==> src/rtl/ctrl_pipeline_if.sv <==
// Purpose : bundles the decode-side handshake and per-stage control outputs of ctrl_pipeline.
// Latency : none (signal bundle only).
// Backpr. : decode_ready low means the presented instruction is held upstream.
// Ports   : master = instruction source / observer (drives in_valid, instr, stall, flush);
//           slave  = ctrl_pipeline (drives decode_ready, hazard, illegal_op, stage_*, bubble_count).
interface ctrl_pipeline_if #(
  parameter int NUM_STAGES = 3
);
  logic                       in_valid;
  logic [15:0]                instr;
  logic                       stall;
  logic                       flush;
  logic                       decode_ready;
  logic                       hazard;
  logic                       illegal_op;
  logic [NUM_STAGES-1:0]      stage_valid;
  logic [NUM_STAGES*22-1:0]   stage_ctrl;
  logic [15:0]                bubble_count;

  modport master (
    output in_valid, instr, stall, flush,
    input  decode_ready, hazard, illegal_op, stage_valid, stage_ctrl, bubble_count
  );

  modport slave (
    input  in_valid, instr, stall, flush,
    output decode_ready, hazard, illegal_op, stage_valid, stage_ctrl, bubble_count
  );
endinterface

==> src/rtl/ctrl_pipeline.sv <==
// Purpose : LC-3b decode plus NUM_STAGES-deep control-word pipeline with load-use
//           hazard bubbling, stall hold, partial flush and a saturating bubble counter.
// Latency : accepted instruction reaches stage i after i+1 unstalled edges; decode is combinational.
// Backpr. : decode_ready = ~stall & ~hazard (forced 1 on flush, where the instruction is dropped).
// Ports   : clk, rst (async active-high), bus (ctrl_pipeline_if.slave).
//           Control word: [3:0] opcode [6:4] aluop [7] load_cc [8] is_br [9] is_j
//           [10] load_regfile [12:11] regfilemux_sel [14:13] alumux_sel [15] mem_read
//           [16] mem_write [17] sr2mux_sel [18] offset_sel [21:19] dest.
module ctrl_pipeline #(
  parameter int NUM_STAGES  = 3,
  parameter int FLUSH_DEPTH = 2
) (
  input  logic           clk,
  input  logic           rst,
  ctrl_pipeline_if.slave bus
);

  typedef struct packed {
    logic [2:0] dest;
    logic       offset_sel;
    logic       sr2mux_sel;
    logic       mem_write;
    logic       mem_read;
    logic [1:0] alumux_sel;
    logic [1:0] regfilemux_sel;
    logic       load_regfile;
    logic       is_j;
    logic       is_br;
    logic       load_cc;
    logic [2:0] aluop;
    logic [3:0] opcode;
  } ctrl_t;

  localparam logic [3:0] OP_BR  = 4'b0000;
  localparam logic [3:0] OP_ADD = 4'b0001;
  localparam logic [3:0] OP_AND = 4'b0101;
  localparam logic [3:0] OP_LDR = 4'b0110;
  localparam logic [3:0] OP_STR = 4'b0111;
  localparam logic [3:0] OP_NOT = 4'b1001;
  localparam logic [3:0] OP_JMP = 4'b1100;
  localparam logic [3:0] OP_LEA = 4'b1110;

  localparam logic [2:0] ALU_ADD = 3'd0;
  localparam logic [2:0] ALU_AND = 3'd1;
  localparam logic [2:0] ALU_NOT = 3'd2;

  // Decode
  ctrl_t      dec;
  logic       dec_illegal;
  logic       use_src1;
  logic       use_src2;
  logic [2:0] src1;
  logic [2:0] src2;
  logic [3:0] op;

  assign op = bus.instr[15:12];

  always_comb begin
    dec         = '0;
    dec_illegal = 1'b0;
    use_src1    = 1'b0;
    use_src2    = 1'b0;
    src1        = bus.instr[8:6];
    src2        = bus.instr[2:0];
    case (op)
      OP_ADD, OP_AND: begin
        dec.opcode       = op;
        dec.aluop        = (op == OP_ADD) ? ALU_ADD : ALU_AND;
        dec.load_cc      = 1'b1;
        dec.load_regfile = 1'b1;
        dec.sr2mux_sel   = bus.instr[5];
        dec.dest         = bus.instr[11:9];
        use_src1         = 1'b1;
        // immediate form has no second register source
        use_src2         = ~bus.instr[5];
      end
      OP_NOT: begin
        dec.opcode       = op;
        dec.aluop        = ALU_NOT;
        dec.load_cc      = 1'b1;
        dec.load_regfile = 1'b1;
        dec.dest         = bus.instr[11:9];
        use_src1         = 1'b1;
      end
      OP_LDR: begin
        dec.opcode         = op;
        dec.aluop          = ALU_ADD;
        dec.load_cc        = 1'b1;
        dec.alumux_sel     = 2'b01;
        dec.load_regfile   = 1'b1;
        dec.regfilemux_sel = 2'b01;
        dec.mem_read       = 1'b1;
        dec.dest           = bus.instr[11:9];
        use_src1           = 1'b1;
      end
      OP_STR: begin
        dec.opcode     = op;
        dec.aluop      = ALU_ADD;
        dec.alumux_sel = 2'b01;
        dec.mem_write  = 1'b1;
        use_src1       = 1'b1;
        // store data register lives in the dest field
        use_src2       = 1'b1;
        src2           = bus.instr[11:9];
      end
      OP_BR: begin
        dec.opcode = op;
        dec.is_br  = 1'b1;
      end
      OP_JMP: begin
        dec.opcode = op;
        dec.is_j   = 1'b1;
        use_src1   = 1'b1;
      end
      OP_LEA: begin
        dec.opcode         = op;
        dec.load_regfile   = 1'b1;
        dec.regfilemux_sel = 2'b10;
        dec.offset_sel     = 1'b1;
        dec.dest           = bus.instr[11:9];
      end
      default: begin
        // unknown opcode travels as an all-zero NOP word
        dec_illegal = 1'b1;
      end
    endcase
  end

  // Pipeline state
  logic [NUM_STAGES-1:0] vld_q;
  logic [NUM_STAGES-1:0] vld_nxt;
  ctrl_t                 ctrl_q   [NUM_STAGES];
  ctrl_t                 ctrl_nxt [NUM_STAGES];
  logic [15:0]           bubble_cnt;
  logic [15:0]           bubble_cnt_nxt;

  logic hazard;
  logic take;
  logic src_hit;

  assign src_hit = (use_src1 && (ctrl_q[0].dest == src1)) ||
                   (use_src2 && (ctrl_q[0].dest == src2));

  // a redirect kills the dependent instruction anyway, so no bubble is needed
  assign hazard = bus.in_valid && vld_q[0] && ctrl_q[0].mem_read && src_hit && !bus.flush;
  assign take   = bus.in_valid && !hazard;

  always_comb begin
    vld_nxt  = vld_q;
    ctrl_nxt = ctrl_q;
    if (bus.flush) begin
      // flush wins over stall: youngest stages squashed, older ones still drain
      vld_nxt[0]  = 1'b0;
      ctrl_nxt[0] = '0;
      for (int i = 1; i < NUM_STAGES; i++) begin
        if (i < FLUSH_DEPTH) begin
          vld_nxt[i]  = 1'b0;
          ctrl_nxt[i] = '0;
        end else begin
          vld_nxt[i]  = vld_q[i-1];
          ctrl_nxt[i] = ctrl_q[i-1];
        end
      end
    end else if (!bus.stall) begin
      vld_nxt[0]  = take;
      // bubbles always carry a zero word
      ctrl_nxt[0] = take ? dec : '0;
      for (int i = 1; i < NUM_STAGES; i++) begin
        vld_nxt[i]  = vld_q[i-1];
        ctrl_nxt[i] = ctrl_q[i-1];
      end
    end
  end

  // hazard is already low under flush
  always_comb begin
    bubble_cnt_nxt = bubble_cnt;
    if (hazard && !bus.stall && (bubble_cnt != 16'hFFFF)) begin
      bubble_cnt_nxt = bubble_cnt + 16'd1;
    end
  end

  always_ff @(posedge clk or posedge rst) begin
    if (rst) begin
      vld_q      <= '0;
      ctrl_q     <= '{default: '0};
      bubble_cnt <= '0;
    end else begin
      vld_q      <= vld_nxt;
      ctrl_q     <= ctrl_nxt;
      bubble_cnt <= bubble_cnt_nxt;
    end
  end

  // Outputs
  assign bus.decode_ready = bus.flush || (!bus.stall && !hazard);
  assign bus.hazard       = hazard;
  assign bus.illegal_op   = bus.in_valid && dec_illegal;
  assign bus.stage_valid  = vld_q;
  assign bus.bubble_count = bubble_cnt;

  always_comb begin
    bus.stage_ctrl = '0;
    for (int i = 0; i < NUM_STAGES; i++) begin
      bus.stage_ctrl[22*i +: 22] = ctrl_q[i];
    end
  end

  // instr[4:3] carry no decoded meaning for the supported opcodes
  logic unused_instr_bits;
  assign unused_instr_bits = ^bus.instr[4:3];

endmodule
==> src/flat_wrapper.sv <==
// flat-port wrapper written by rule: the top's interface ports become plain ports
module ctrl_pipeline_flat 
#(
  parameter int NUM_STAGES  = 3,
  parameter int FLUSH_DEPTH = 2
)
  (clk, rst, bus_in_valid, bus_instr, bus_stall, bus_flush, bus_decode_ready, bus_hazard, bus_illegal_op, bus_stage_valid, bus_stage_ctrl, bus_bubble_count);
  ctrl_pipeline_if #(.NUM_STAGES(NUM_STAGES)) bus_i ();
  input  logic clk;
  input  logic rst;
  input wire logic [$bits(bus_i.in_valid)-1:0] bus_in_valid;
  input wire logic [$bits(bus_i.instr)-1:0] bus_instr;
  input wire logic [$bits(bus_i.stall)-1:0] bus_stall;
  input wire logic [$bits(bus_i.flush)-1:0] bus_flush;
  output wire logic [$bits(bus_i.decode_ready)-1:0] bus_decode_ready;
  output wire logic [$bits(bus_i.hazard)-1:0] bus_hazard;
  output wire logic [$bits(bus_i.illegal_op)-1:0] bus_illegal_op;
  output wire logic [$bits(bus_i.stage_valid)-1:0] bus_stage_valid;
  output wire logic [$bits(bus_i.stage_ctrl)-1:0] bus_stage_ctrl;
  output wire logic [$bits(bus_i.bubble_count)-1:0] bus_bubble_count;
  assign bus_i.in_valid = bus_in_valid;
  assign bus_i.instr = bus_instr;
  assign bus_i.stall = bus_stall;
  assign bus_i.flush = bus_flush;
  assign bus_decode_ready = bus_i.decode_ready;
  assign bus_hazard = bus_i.hazard;
  assign bus_illegal_op = bus_i.illegal_op;
  assign bus_stage_valid = bus_i.stage_valid;
  assign bus_stage_ctrl = bus_i.stage_ctrl;
  assign bus_bubble_count = bus_i.bubble_count;
  ctrl_pipeline #(.NUM_STAGES(NUM_STAGES), .FLUSH_DEPTH(FLUSH_DEPTH)) u_core (.clk(clk), .rst(rst), .bus(bus_i));
endmodule
==> config.mk <==
export PLATFORM = sky130hd
export DESIGN_NAME = ctrl_pipeline_flat
export DESIGN_NICKNAME = d
export VERILOG_FILES = /design/src/rtl/ctrl_pipeline_if.sv /design/src/rtl/ctrl_pipeline.sv /design/src/flat_wrapper.sv
export SDC_FILE = /design/constraint.sdc
export NUM_CORES = 1
export LEC_CHECK = 0
export ABC_AREA = 1
export CAP_MARGIN = 20
export CORE_UTILIZATION = 59
export CTS_CLUSTER_SIZE = 20
export DETAILED_ROUTE_END_ITERATION = 6
export DONT_BUFFER_PORTS = 1
export GPL_ROUTABILITY_DRIVEN = 1
export MAX_ROUTING_LAYER = met4
export PLACE_DENSITY = 0.75
export SKIP_LAST_GASP = 1
export SYNTH_ARGS = -nofsm -noshare
export SYNTH_HDL_FRONTEND = slang
export SYNTH_SLANG_ARGS = --single-unit
==> constraint.sdc <==
create_clock -name clk -period 2.8 [get_ports clk]
set_input_delay 0.14 -clock clk [delete_from_list [all_inputs] [get_ports clk]]
set_output_delay 0.14 -clock clk [all_outputs]
set_load 0.01 [all_outputs]
[Yosys cells after proc, flatten, opt, wreduce, memory -nomap -nowiden]
Cells that the tools add are included.
Storage, ports and cells
  flip-flop bits (word level): 85
Cells by class
  equal/unequal tests: 11
  $add $sub $neg: 1
  bitwise logic cells: 1
  reductions and logical operators: 23
  mux-type cells: 23
Operator list (count)
  66-bit 2-to-1 mux: 2
  22-bit 2-to-1 mux: 1
  16-bit by 1-bit adder with 16-bit output, second input constant: 1
  16-bit inequality test, second input constant: 1
  4-bit by 3-bit equality test with 1-bit output, second input constant: 3
  4-bit equality test, second input constant: 3
  1-bit 2-to-1 mux: 12
  3-bit 2-to-1 mux: 4
  1-bit logical AND: 11
  8-bit OR reduction: 1
  3-bit equality test: 2
  3-bit one-hot mux with 2 select lines: 1
  6-bit OR reduction: 1
  5-bit OR reduction: 1
  4-bit by 1-bit equality test with 1-bit output, second input constant: 1
  4-bit logical NOT: 1
  4-bit 2-to-1 mux: 1
  2-bit one-hot mux with 2 select lines: 1
  2-bit OR reduction: 2
  4-bit OR reduction: 1
  1-bit logical NOT: 3
  1-bit logical OR: 2
  2-bit by 1-bit inequality test with 1-bit output, second input constant: 1
  1-bit one-hot mux with 2 select lines: 1
  1-bit inverter: 1

[Depth between registers and ports, before layout]
Gate-level depths: netlist of run 1.
  depth after elaboration: 12
  gate-level depth with buffers: 15
  gate-level depth less buffers: 14

[Least setup slack after synthesis of run 1]
OpenSTA, ideal clock, no wires.
  kind: register to register
  start: reg u_core.bubble_cnt[0] (netlist: u_core.bus.bubble_count[0])
  end: reg u_core.bubble_cnt[2] (netlist: u_core.bus.bubble_count[2])
  required time: 2683 ps
  buffers on the path: 1
  stages on the path, launching flop included: 10
  data arrival time: 1748 ps
  path slack: 935 ps
  cell sequence: dfrtp_1 > ha_1 > nand2_1 > nor2_1 > nand2_1 > nor2_1 > nand2_1 > clkbuf_1 > nand3_1 > nand2_1
On the way
  cells in the longest elaborated chain, start to end: 2
Ends and longest elaborated chain
  start, declared: RTL line ctrl_pipeline.sv:134  | logic [15:0] bubble_cnt;
  start signal, assigned: RTL line ctrl_pipeline.sv:191  | bubble_cnt <= bubble_cnt_nxt;
  parallel branches: the longest is 2 deep, another holds 16-bit by 1-bit adder with 16-bit output
Parallel ways; which one is timed is not known.
A chain may end at the register's enable or synchronous reset.

[Final worst setup path of run 1]
  start: reg u_core.bubble_cnt[0] (netlist: u_core.bus.bubble_count[0])
  end: reg u_core.bubble_cnt[14] (netlist: u_core.bus.bubble_count[14])
Same word-level chain as after synthesis.

==> impl_metrics.yaml, run 1 <==
route:
  vias: 3063
  drtAntennaViolNets: 0
  vias_per_cell: 5.59
  drc: 16
  first_pass_iters: 6
  wire_per_inst_um: 15.8
  drt_iter0_markers: 175
  wl_um: 8630
outcome:
  violations: "design-rule violations"
  status: "complete, but fails checks"
logic_synthesis:
  netlist.area_leader.share_pct: 49.7
  syn_area_per_cell_um2: 8.23
  synth_largest_area_cell: "dfrtp_1"
  syn_area_um2: 3980
  synthesis.instances: 483
  synth_cell_types: 29
  synth_seq_cells: 79
  synthTopCellsByArea: "dfrtp_1, nand2_1, buf_4"
  yosysSeqAreaShare_pct: 49.7
  yosysWarnings: 0
cts:
  clk_latency_ns: 0.35
  clock_path_buffers: 2
  postCtsResizedCells: 0
  clock_sinks: 79
  cts_htree_levels: 3
  ctsHoldBuffers: 7
  cts.clk_slew.worst_paths_ns: 0.08
  root_buffer: "clkbuf_8"
  cts_made_buffers: 9
  cts_tree: "done"
  post_cts_buffers: 0
timing:
  worst_slew_pin_slew_ns: 0.741
  setup_viol: 0
  min_period_over_period_pct: 84.0
  slew_headroom_pct: 50.4
  fin_hold_ws_ns: 0.00956
  tns_ns: 0
  finalCriticalPeriod_ns: 2.35
  maxSlewViolCount: 0
  fin_worst_skew_ns: 0.0127
  rsz0062_at_grt: "false"
  finalHoldViolCount: 0
  fmax_mhz: 425
power:
  seq_power_share_pct: 54.3
  p_int_w: 0.00168
  power_switching_w: 0.000567
  pwr-share-comb_pct: 7.2
  p_per_area_nw_per_um2: 542
  irDropWorstVdd_v: 0.000256
  p_sw_share_pct: 25.2
  power.leakage_nw: 2.13
  clkPwrFrac_pct: 38.6
cells_and_area:
  antenna_cells: 0
  final_common_cell: "nand2_1"
  fin_area_um2: 4150
  drive_above_1_share_pct: 7.22
  nets: 488
  fin_util_pct: 64.6
  area_growth_pct: 4.37
  final_cell_mix: "nand2_1, dfrtp_1, inv_1"
worst_setup_path:
  rr_worst_depth: 9
  crit_path_end_kind: "flip-flop"
  r2r-end: "u_core.bus.bubble_count[14]"
  critPathRequiredTime_ns: 3.09
  setup.worst_path.class: "reg -> reg"
  cp.arrival_ns: 2.64
  crit_path_start_kind: "flip-flop"
  reg2reg_from: "u_core.bus.bubble_count[0]"
  r2r_slack_ns: 0.45
  crit_fanout: 17
min_path:
  holdCritStartpoint: "bus_stall"
  min_to: "u_core.bus.stage_ctrl[31]"
  hold_class: "in -> reg"
  hold_depth: 2
die:
  start_util_pct: 61.9
  boundaryPins: 109
  fp-row-count: 29
  coreArea_um2: 6420
  dieHeight_um: 84.1
  die_x_um: 84.1
  dieArea_um2: 7070
placed_design:
  hpwlAfterDp_um: 5970
  placed_area_um2: 3840
  io_buffers: 0
  routabilityCongestion: 0.882
grt:
  grt_max_degree: 37
  grt_pass1_vias: 2963
  grt_use_total_pct: 26.7
  grt_overflow_total: 0
  antenna_found_initial: 0
  grt_pass1_wl_um: 14400
flow_run:
  drv_cap: 0
[cell usage after synthesis, drive strengths merged]
cell type  number
nor4            5
xnor2           7
nor2           27
inv            54
ha              1
clkbuf         14
o21bai          8
buf            30
dfrtp          79
a21boi          1
o31ai           1
xor2           10
o21ai          38
nand3b          2
nand4          10
nand3          42
nand2         128
conb            1
a21oi          18
clkinv          1
nor3            6
[stage by stage]
stage	power, W	std cells	worst slack [ns]
detailed placement	0.00138	524	0.434
floorplan	0.00137	488	0.637
CTS	0.00225	547	0.414
global placement	0.00138	524	0.503
finish	0.00225	548	0.448
global route	0.00233	548	0.155
[critical path, cell delays in order, from the launching register on]
cell and delay (ns):
dfrtp_1 0.49, ha_1 0.25, nand2_1 0.07, nor2_1 0.30, nand2_1 0.15, nor2_1 0.16, nand2_1 0.39, nand2_4 0.34
nand2_1 0.08, nand2_1 0.07
[registers in the layout, indices dropped and copies added (netlist names)]
signal	cells
u_core.bus.stage_valid	3
u_core.bus.stage_ctrl	60
u_core.bus.bubble_count	16
[kinds of logic (layout without fill, tap and decap cells)]
family | Yosys count | count (layout) | synth area share [%]
buf+inv | 99 | 82 | 12.2
other cells | 1 | 6 | 0.0943
simple gates | 220 | 220 | 25.0
flops | 79 | 79 | 49.7
compound gates | 66 | 66 | 8.94
xor+xnor | 17 | 17 | 3.74
fa+ha+maj | 1 | 1 | 0.315
[power groups by stage]
stage	Clock, W	Combinational [W]	Sequential, W
6_report	0.000867	0.000161	0.00122
5_1_grt	0.000922	0.000186	0.00122
4_1_cts	0.000877	0.000157	0.00122
3_5_place_dp	0	0.000140	0.00124
3_3_place_gp	0	0.000135	0.00124
2_1_floorplan	0	0.000148	0.00123
[final cells by class]
type	instances	area [um^2]
fill	542	2270
timing repair buffer	11	120
tap	77	96.3
inverter	55	209
sequential	79	1980
clock buffer	11	151
clock inverter	5	56.3
multi-input combinational	310	1540
[routing by layer]
layer | track usage [%] | vias up | wire length [um]
met5 | - | - | 0
met4 | 11.0 | 0 | 128
met3 | 6.13 | 12 | 631
met2 | 41.2 | 128 | 4060
met1 | 34.2 | 1443 | 3820
li1 | - | 1480 | -
[worst max path at each step]
stage | start | endpoint | slack (ns) | cells after the start
2_1_floorplan | rst | u_core.bus.bubble_count[0] | 0.64 | 1
3_3_place_gp | u_core.bus.bubble_count[0] | u_core.bus.bubble_count[7] | 0.50 | 9
3_5_place_dp | u_core.bus.bubble_count[0] | u_core.bus.bubble_count[8] | 0.43 | 9
4_1_cts | u_core.bus.bubble_count[0] | u_core.bus.bubble_count[3] | 0.41 | 9
5_1_grt | u_core.bus.bubble_count[0] | u_core.bus.bubble_count[14] | 0.15 | 9
6_report | u_core.bus.bubble_count[0] | u_core.bus.bubble_count[14] | 0.45 | 9
(Power assumes the default switching activity.)
==> run 2, diff against run 1 <==
--- a/config.mk
+++ b/config.mk
@@ -7,7 +7,7 @@
 export LEC_CHECK = 0
 export ABC_AREA = 1
 export CAP_MARGIN = 20
-export CORE_UTILIZATION = 59
+export CORE_UTILIZATION = 57
 export CTS_CLUSTER_SIZE = 20
 export DETAILED_ROUTE_END_ITERATION = 6
 export DONT_BUFFER_PORTS = 1
==> constraint.sdc (replaced) <==
create_clock -name clk -period 2.1 [get_ports clk]
set_input_delay 0.105 -clock clk [delete_from_list [all_inputs] [get_ports clk]]
set_output_delay 0.105 -clock clk [all_outputs]
set_load 0.01 [all_outputs]
==> run 2 against run 1 <==
Effect of this change: sequential cell count unchanged; clock power is 26% higher; highest routed layer unchanged; via count hardly changed; largest cell class unchanged; the flow now finishes without violations.
==> impl_metrics.yaml, run 2 (same netlist as run 1, synthesis figures left out) <==
outcome:
  status: "completed"
cells_and_area:
  seq_area_um2: 1980
  final_common_cell: "nand2_1"
  multiInputGateArea_um2: 1560
  fin_cells: 563
  nets: 500
  fillers: 584
  fin_util_pct: 63.0
  drive_above_1_share_pct: 9.73
  largest_reg_flops: 60
  final_cell_mix: "nand2_1, dfrtp_1, inv_1"
  area_growth_pct: 7.11
  antenna_cells: 0
  fin_area_um2: 4260
grt:
  antenna_found_initial: 0
  grt_use_total_pct: 25.9
  grt_pass1_vias: 2995
  grt_max_degree: 80
  grt_overflow_total: 0
  grt_pass1_wl_um: 14400
cts:
  cts_htree_levels: 3
  cts_made_buffers: 9
  cts.clk_slew.worst_paths_ns: 0.07
  clock_path_buffers: 2
  cts_tree: "done"
  clock_sinks: 79
  root_buffer: "clkbuf_8"
  clk_latency_ns: 0.34
worst_setup_path:
  setup.worst_path.class: "in -> out"
  reg2reg_from: "u_core.bus.bubble_count[8]"
  crit_fanout: 5
  cp-endpoint: "bus_decode_ready"
  critPathRequiredTime_ns: 2.00
  crit_path_start_kind: "input pin"
  rr_worst_depth: 10
  crit_path_start: "bus_instr[12]"
  r2r_slack_ns: 0.25
  crit_path_end_kind: "output port"
  cp.arrival_ns: 1.86
  r2r-end: "u_core.bus.bubble_count[0]"
timing:
  worst_slew_pin_slew_ns: 0.694
  finalHoldViolCount: 0
  fin_worst_skew_ns: 0.0126
  fmax_mhz: 510
  finalCriticalPeriod_ns: 1.96
  maxSlewViolCount: 0
  min_period_over_period_pct: 93.3
  tns_ns: 0
  rsz0062_at_grt: "false"
  slew_headroom_pct: 53.5
  setup_viol: 0
route:
  vias_per_cell: 5.44
  drc: 0
  drtAntennaViolNets: 0
  wl_um: 8690
  drt_iter0_markers: 152
  wire_per_inst_um: 15.4
  vias: 3064
  first_pass_iters: 6
min_path:
  hold_class: "in -> reg"
  holdCritStartpoint: "bus_instr[9]"
placed_design:
  hpwlAfterDp_um: 6000
  dp.cells: 537
  placed_area_um2: 3940
  routabilityCongestion: 0.891
  io_buffers: 0
die:
  dieArea_um2: 7310
  dieHeight_um: 85.5
  die_x_um: 85.5
  coreArea_um2: 6760
  fp-row-count: 30
  start_util_pct: 58.9
  boundaryPins: 109
power:
  totalPowerFinal_w: 0.00293
  irDropWorstVdd_v: 0.000312
  power.leakage_nw: 2.19
  p_per_area_nw_per_um2: 689
flow_run:
  drv_cap: 0
run 2: cell types whose count changed in the layout (fill, tap and decap cells not counted), sizes merged:
cell / before / now
bufinv: 1 / 0
clkinvlp: 1 / 2
dlygate4sd3: 7 / 9
buf: 4 / 14
clkbuf: 11 / 14
clkinv: 5 / 2
run 2: per-layer routing:
metal	global-route usage [%]	vias to the layer above	wire [um]
met5	-	-	0
met4	10.3	0	127
met3	5.20	13	563
met2	41.7	119	4200
met1	32.2	1432	3810
li1	-	1500	-
run 2: worst min path at each step:
stage,end,slack [ns],cells after the start
detailed placement,u_core.bus.stage_ctrl[57],0.13,2
global route,u_core.bus.stage_ctrl[21],0.06,4
CTS,u_core.bus.stage_ctrl[21],0.005,4
floorplan,u_core.bus.stage_valid[1],0.20,1
finish,u_core.bus.stage_ctrl[19],0.002,4
global placement,u_core.bus.stage_ctrl[57],0.12,2
run 2: metrics by stage:
stage	hold WS (ns)	setup WS, ns
after CTS	0.00505	0.0226
after global routing	0.0569	0.00489
after detailed placement	0.128	0.158
after floorplan	0.203	0.235
after global placement	0.124	0.257
final	0.00233	0.140
run 2: cell type report:
cell class,count,share of cell area [%]
Timing Repair Buffer,23,5.17
Tap cell,80,2.35
Sequential cell,79,46.4
Clock inverter,2,0.294
Inverter,55,4.96
Multi-Input combinational cell,310,36.5
Clock buffer,14,4.29
run 2: what timing repair did:
action | 4_1_cts | 5_1_grt
setup endpoints to repair | 0 | 18
setup buffers | 0 | 0
hold buffers | 11 | 0
gates resized for setup | 0 | 4
endpoints found under the hold margin | 129 | 0
run 2: power by group:
| part | switching [W] | internal, W | leakage, nW |
|---|---|---|---|
| Sequential | 0.0000608 | 0.00157 | 1.08 |
| Clock | 0.000527 | 0.000558 | 0.0987 |
| Combinational | 0.000155 | 0.0000669 | 1.01 |
| Total | 0.000742 | 0.00219 | 2.19 |
run 2: critical path, stage by stage:
cell and delay (ns):
dlygate4sd3_1 0.64, inv_2 0.11, nor2_2 0.13, nand2_1 0.11, o21ai_1 0.13, nand2_1 0.07
nor2_1 0.09, nand2_1 0.09, a21boi_2 0.20, o21ai_0 0.18
==> run 3, diff against run 2 <==
--- a/config.mk
+++ b/config.mk
@@ -7,13 +7,15 @@
 export LEC_CHECK = 0
 export ABC_AREA = 1
 export CAP_MARGIN = 20
-export CORE_UTILIZATION = 57
+export CELL_PAD_IN_SITES_DETAIL_PLACEMENT = 1
+export CELL_PAD_IN_SITES_GLOBAL_PLACEMENT = 1
+export CORE_UTILIZATION = 42
 export CTS_CLUSTER_SIZE = 20
 export DETAILED_ROUTE_END_ITERATION = 6
 export DONT_BUFFER_PORTS = 1
 export GPL_ROUTABILITY_DRIVEN = 1
 export MAX_ROUTING_LAYER = met4
-export PLACE_DENSITY = 0.75
+export PLACE_DENSITY_LB_ADDON = 0.1
 export SKIP_LAST_GASP = 1
 export SYNTH_ARGS = -nofsm -noshare
 export SYNTH_HDL_FRONTEND = slang
==> run 3 against run 2 <==
Effect of this change: design area up 1.1%; clock power about the same; critical path type unchanged; highest routed layer unchanged; setup slack better by 0.0082 ns; sequential power about the same; global-route usage down 2.9 points; count of clock-buffer cells in the layout down 4; largest cell class unchanged; non-clock buffer count up 6; total power down 0.54%.
==> impl_metrics.yaml, run 3 (same netlist as run 1, synthesis figures left out) <==
worst_setup_path:
  rr_worst_depth: 9
  critPathMaxStageDelay_ns: 0.58
  crit_buf_inv: 2
  crit_top_cell: "nand2_1"
  cp.arrival_ns: 1.85
  crit_fanout: 7
  cp-endpoint: "bus_decode_ready"
  crit_path_start: "bus_instr[14]"
  cp_slowest_cell: "dlygate4sd3_1"
  reg2reg_from: "u_core.bus.bubble_count[0]"
  r2r_slack_ns: 0.21
  worstPathCellList: "dlygate4sd3_1, inv_2, nor2_8, nand2_4, nand2_1, nand3_1, nand2_1, nor2_1, nand2_1, a21boi_2, o21ai_0"
  r2r-end: "u_core.bus.bubble_count[2]"
  setup.worst_path.class: "in -> out"
  critPathTopFamily: "buffers and inverters"
  critPathRequiredTime_ns: 2.00
  crit_path_start_kind: "input pin"
  crit_path_end_kind: "output port"
  cp.depth: 11
grt:
  grt_max_degree: 43
  grt_use_total_pct: 23.0
  antenna_found_initial: 0
  grt_overflow_total: 0
  grt_pass1_wl_um: 17200
  grt_pass1_vias: 3296
route:
  drc: 0
  first_pass_iters: 6
  wl_met3_um: 537
  vias: 3085
  vias_per_cell: 5.14
  drt_iter0_markers: 80
  wirelength_met1_um: 4690
  highest_layer: "met4"
  wire_per_inst_um: 17.2
  routed-wl-met2_um: 4980
  drtAntennaViolNets: 0
  wl_um: 10300
die:
  boundaryPins: 109
  coreArea_um2: 9200
  dieHeight_um: 99.3
  dieArea_um2: 9860
  die_x_um: 99.3
  fp-row-count: 35
  start_util_pct: 43.2
cells_and_area:
  final_common_cell: "nand2_1"
  drive_above_1_share_pct: 10.4
  nets: 506
  final_cell_mix: "nand2_1, dfrtp_1, inv_1"
  fillers: 1102
  largest_reg_flops: 60
  area_growth_pct: 8.34
  antenna_cells: 0
cts:
  root_buffer: "clkbuf_8"
  cts_made_buffers: 9
  cts.clk_slew.worst_paths_ns: 0.08
  clock_sinks: 79
  cts_tree: "done"
  clk_latency_ns: 0.35
  clock_path_buffers: 2
  cts_htree_levels: 3
timing:
  slew_headroom_pct: 53.3
  finalCriticalPeriod_ns: 1.95
  tns_ns: 0
  fmax_mhz: 512
  worst_slew_pin_slew_ns: 0.700
  min_period_over_period_pct: 93.0
  fin_worst_skew_ns: 0.0112
  rsz0062_at_grt: "false"
  setup_viol: 0
  finalHoldViolCount: 0
  setup_ws_ns: 0.148
  maxSlewViolCount: 0
power:
  totalPowerFinal_w: 0.00292
  pwr-share-comb_pct: 7.9
  clkPwrFrac_pct: 36.4
  seq_power_share_pct: 55.8
  p_per_area_nw_per_um2: 677
  irDropWorstVdd_v: 0.000317
  p_sw_share_pct: 28.0
  power_switching_w: 0.000817
  power.leakage_nw: 2.21
  p_int_w: 0.00210
min_path:
  hold_class: "in -> reg"
  hold_depth: 4
outcome:
  status: "completed"
placed_design:
  hpwlAfterDp_um: 7460
  post-place-ws_ns: 0.186
  routabilityCongestion: 0.871
  io_buffers: 0
flow_run:
  drv_cap: 0
[run 3: worst min-delay path by stage]
stage / start / to / slack, ns
after floorplan: bus_flush / u_core.bus.stage_valid[1] / 0.20
after global placement: rst / u_core.bus.stage_ctrl[60] / 0.004
after detailed placement: rst / u_core.bus.stage_ctrl[60] / 0.01
after CTS: bus_stall / u_core.bus.stage_ctrl[41] / 0.0009
after global routing: bus_instr[14] / u_core.bus.stage_ctrl[5] / 0.02
final: bus_instr[10] / u_core.bus.stage_ctrl[20] / 0.01
[run 3: worst register-to-register path: stages (launching register included)]
cell and delay [ns]:
dfrtp_1 0.37, ha_1 0.23, nand2_1 0.07, nor2_1 0.14
nand2_1 0.11, nor2_1 0.16, nand2_1 0.28, buf_4 0.27
nand3_1 0.08, nand2_1 0.07
[run 3: power groups by stage]
stage	Combinational, W	Sequential, W	Clock [W]
after floorplan	0.000198	0.00163	0
after global placement	0.000192	0.00166	0
after detailed placement	0.000200	0.00166	0
after CTS	0.000234	0.00163	0.00108
after global routing	0.000265	0.00163	0.00114
final	0.000229	0.00163	0.00106
[run 3: area by class of cell]
class | count | area (um^2) | area share [%]
tap | 111 | 139 | 3.22
clock inverter | 6 | 43.8 | 1.02
inverter | 55 | 211 | 4.91
timing repair buffer | 29 | 255 | 5.93
multi-input combinational | 310 | 1540 | 35.8
sequential | 79 | 1980 | 45.9
clock buffer | 10 | 138 | 3.19
[run 3: what timing repair did]
action	in CTS	in global routing
gates resized for setup	0	2
endpoints found under the setup margin	0	2
endpoints found under the hold margin	71	0
hold buffers	10	0
buffers inserted	0	0
[run 3: layer usage]
layer	up-vias	track usage, %
met3	11	4.85
met5	-	-
li1	1510	-
met2	77	37.7
met1	1487	28.7
met4	0	6.67
[run 3: per-stage QoR]
| step | std cells | instance area (um^2) | hold slack [ns] | utilization (%) |
|---|---|---|---|---|
| floorplan | 488 | 4000 | 0.203 | - |
| CTS | 600 | 4300 | 0.000931 | 46.8 |
| finish | 600 | 4310 | 0.00993 | 46.8 |
| global placement | 574 | 4010 | 0.00359 | 43.6 |
| global route | 600 | 4310 | 0.0192 | 46.8 |
| detailed placement | 574 | 4010 | 0.0110 | 43.6 |
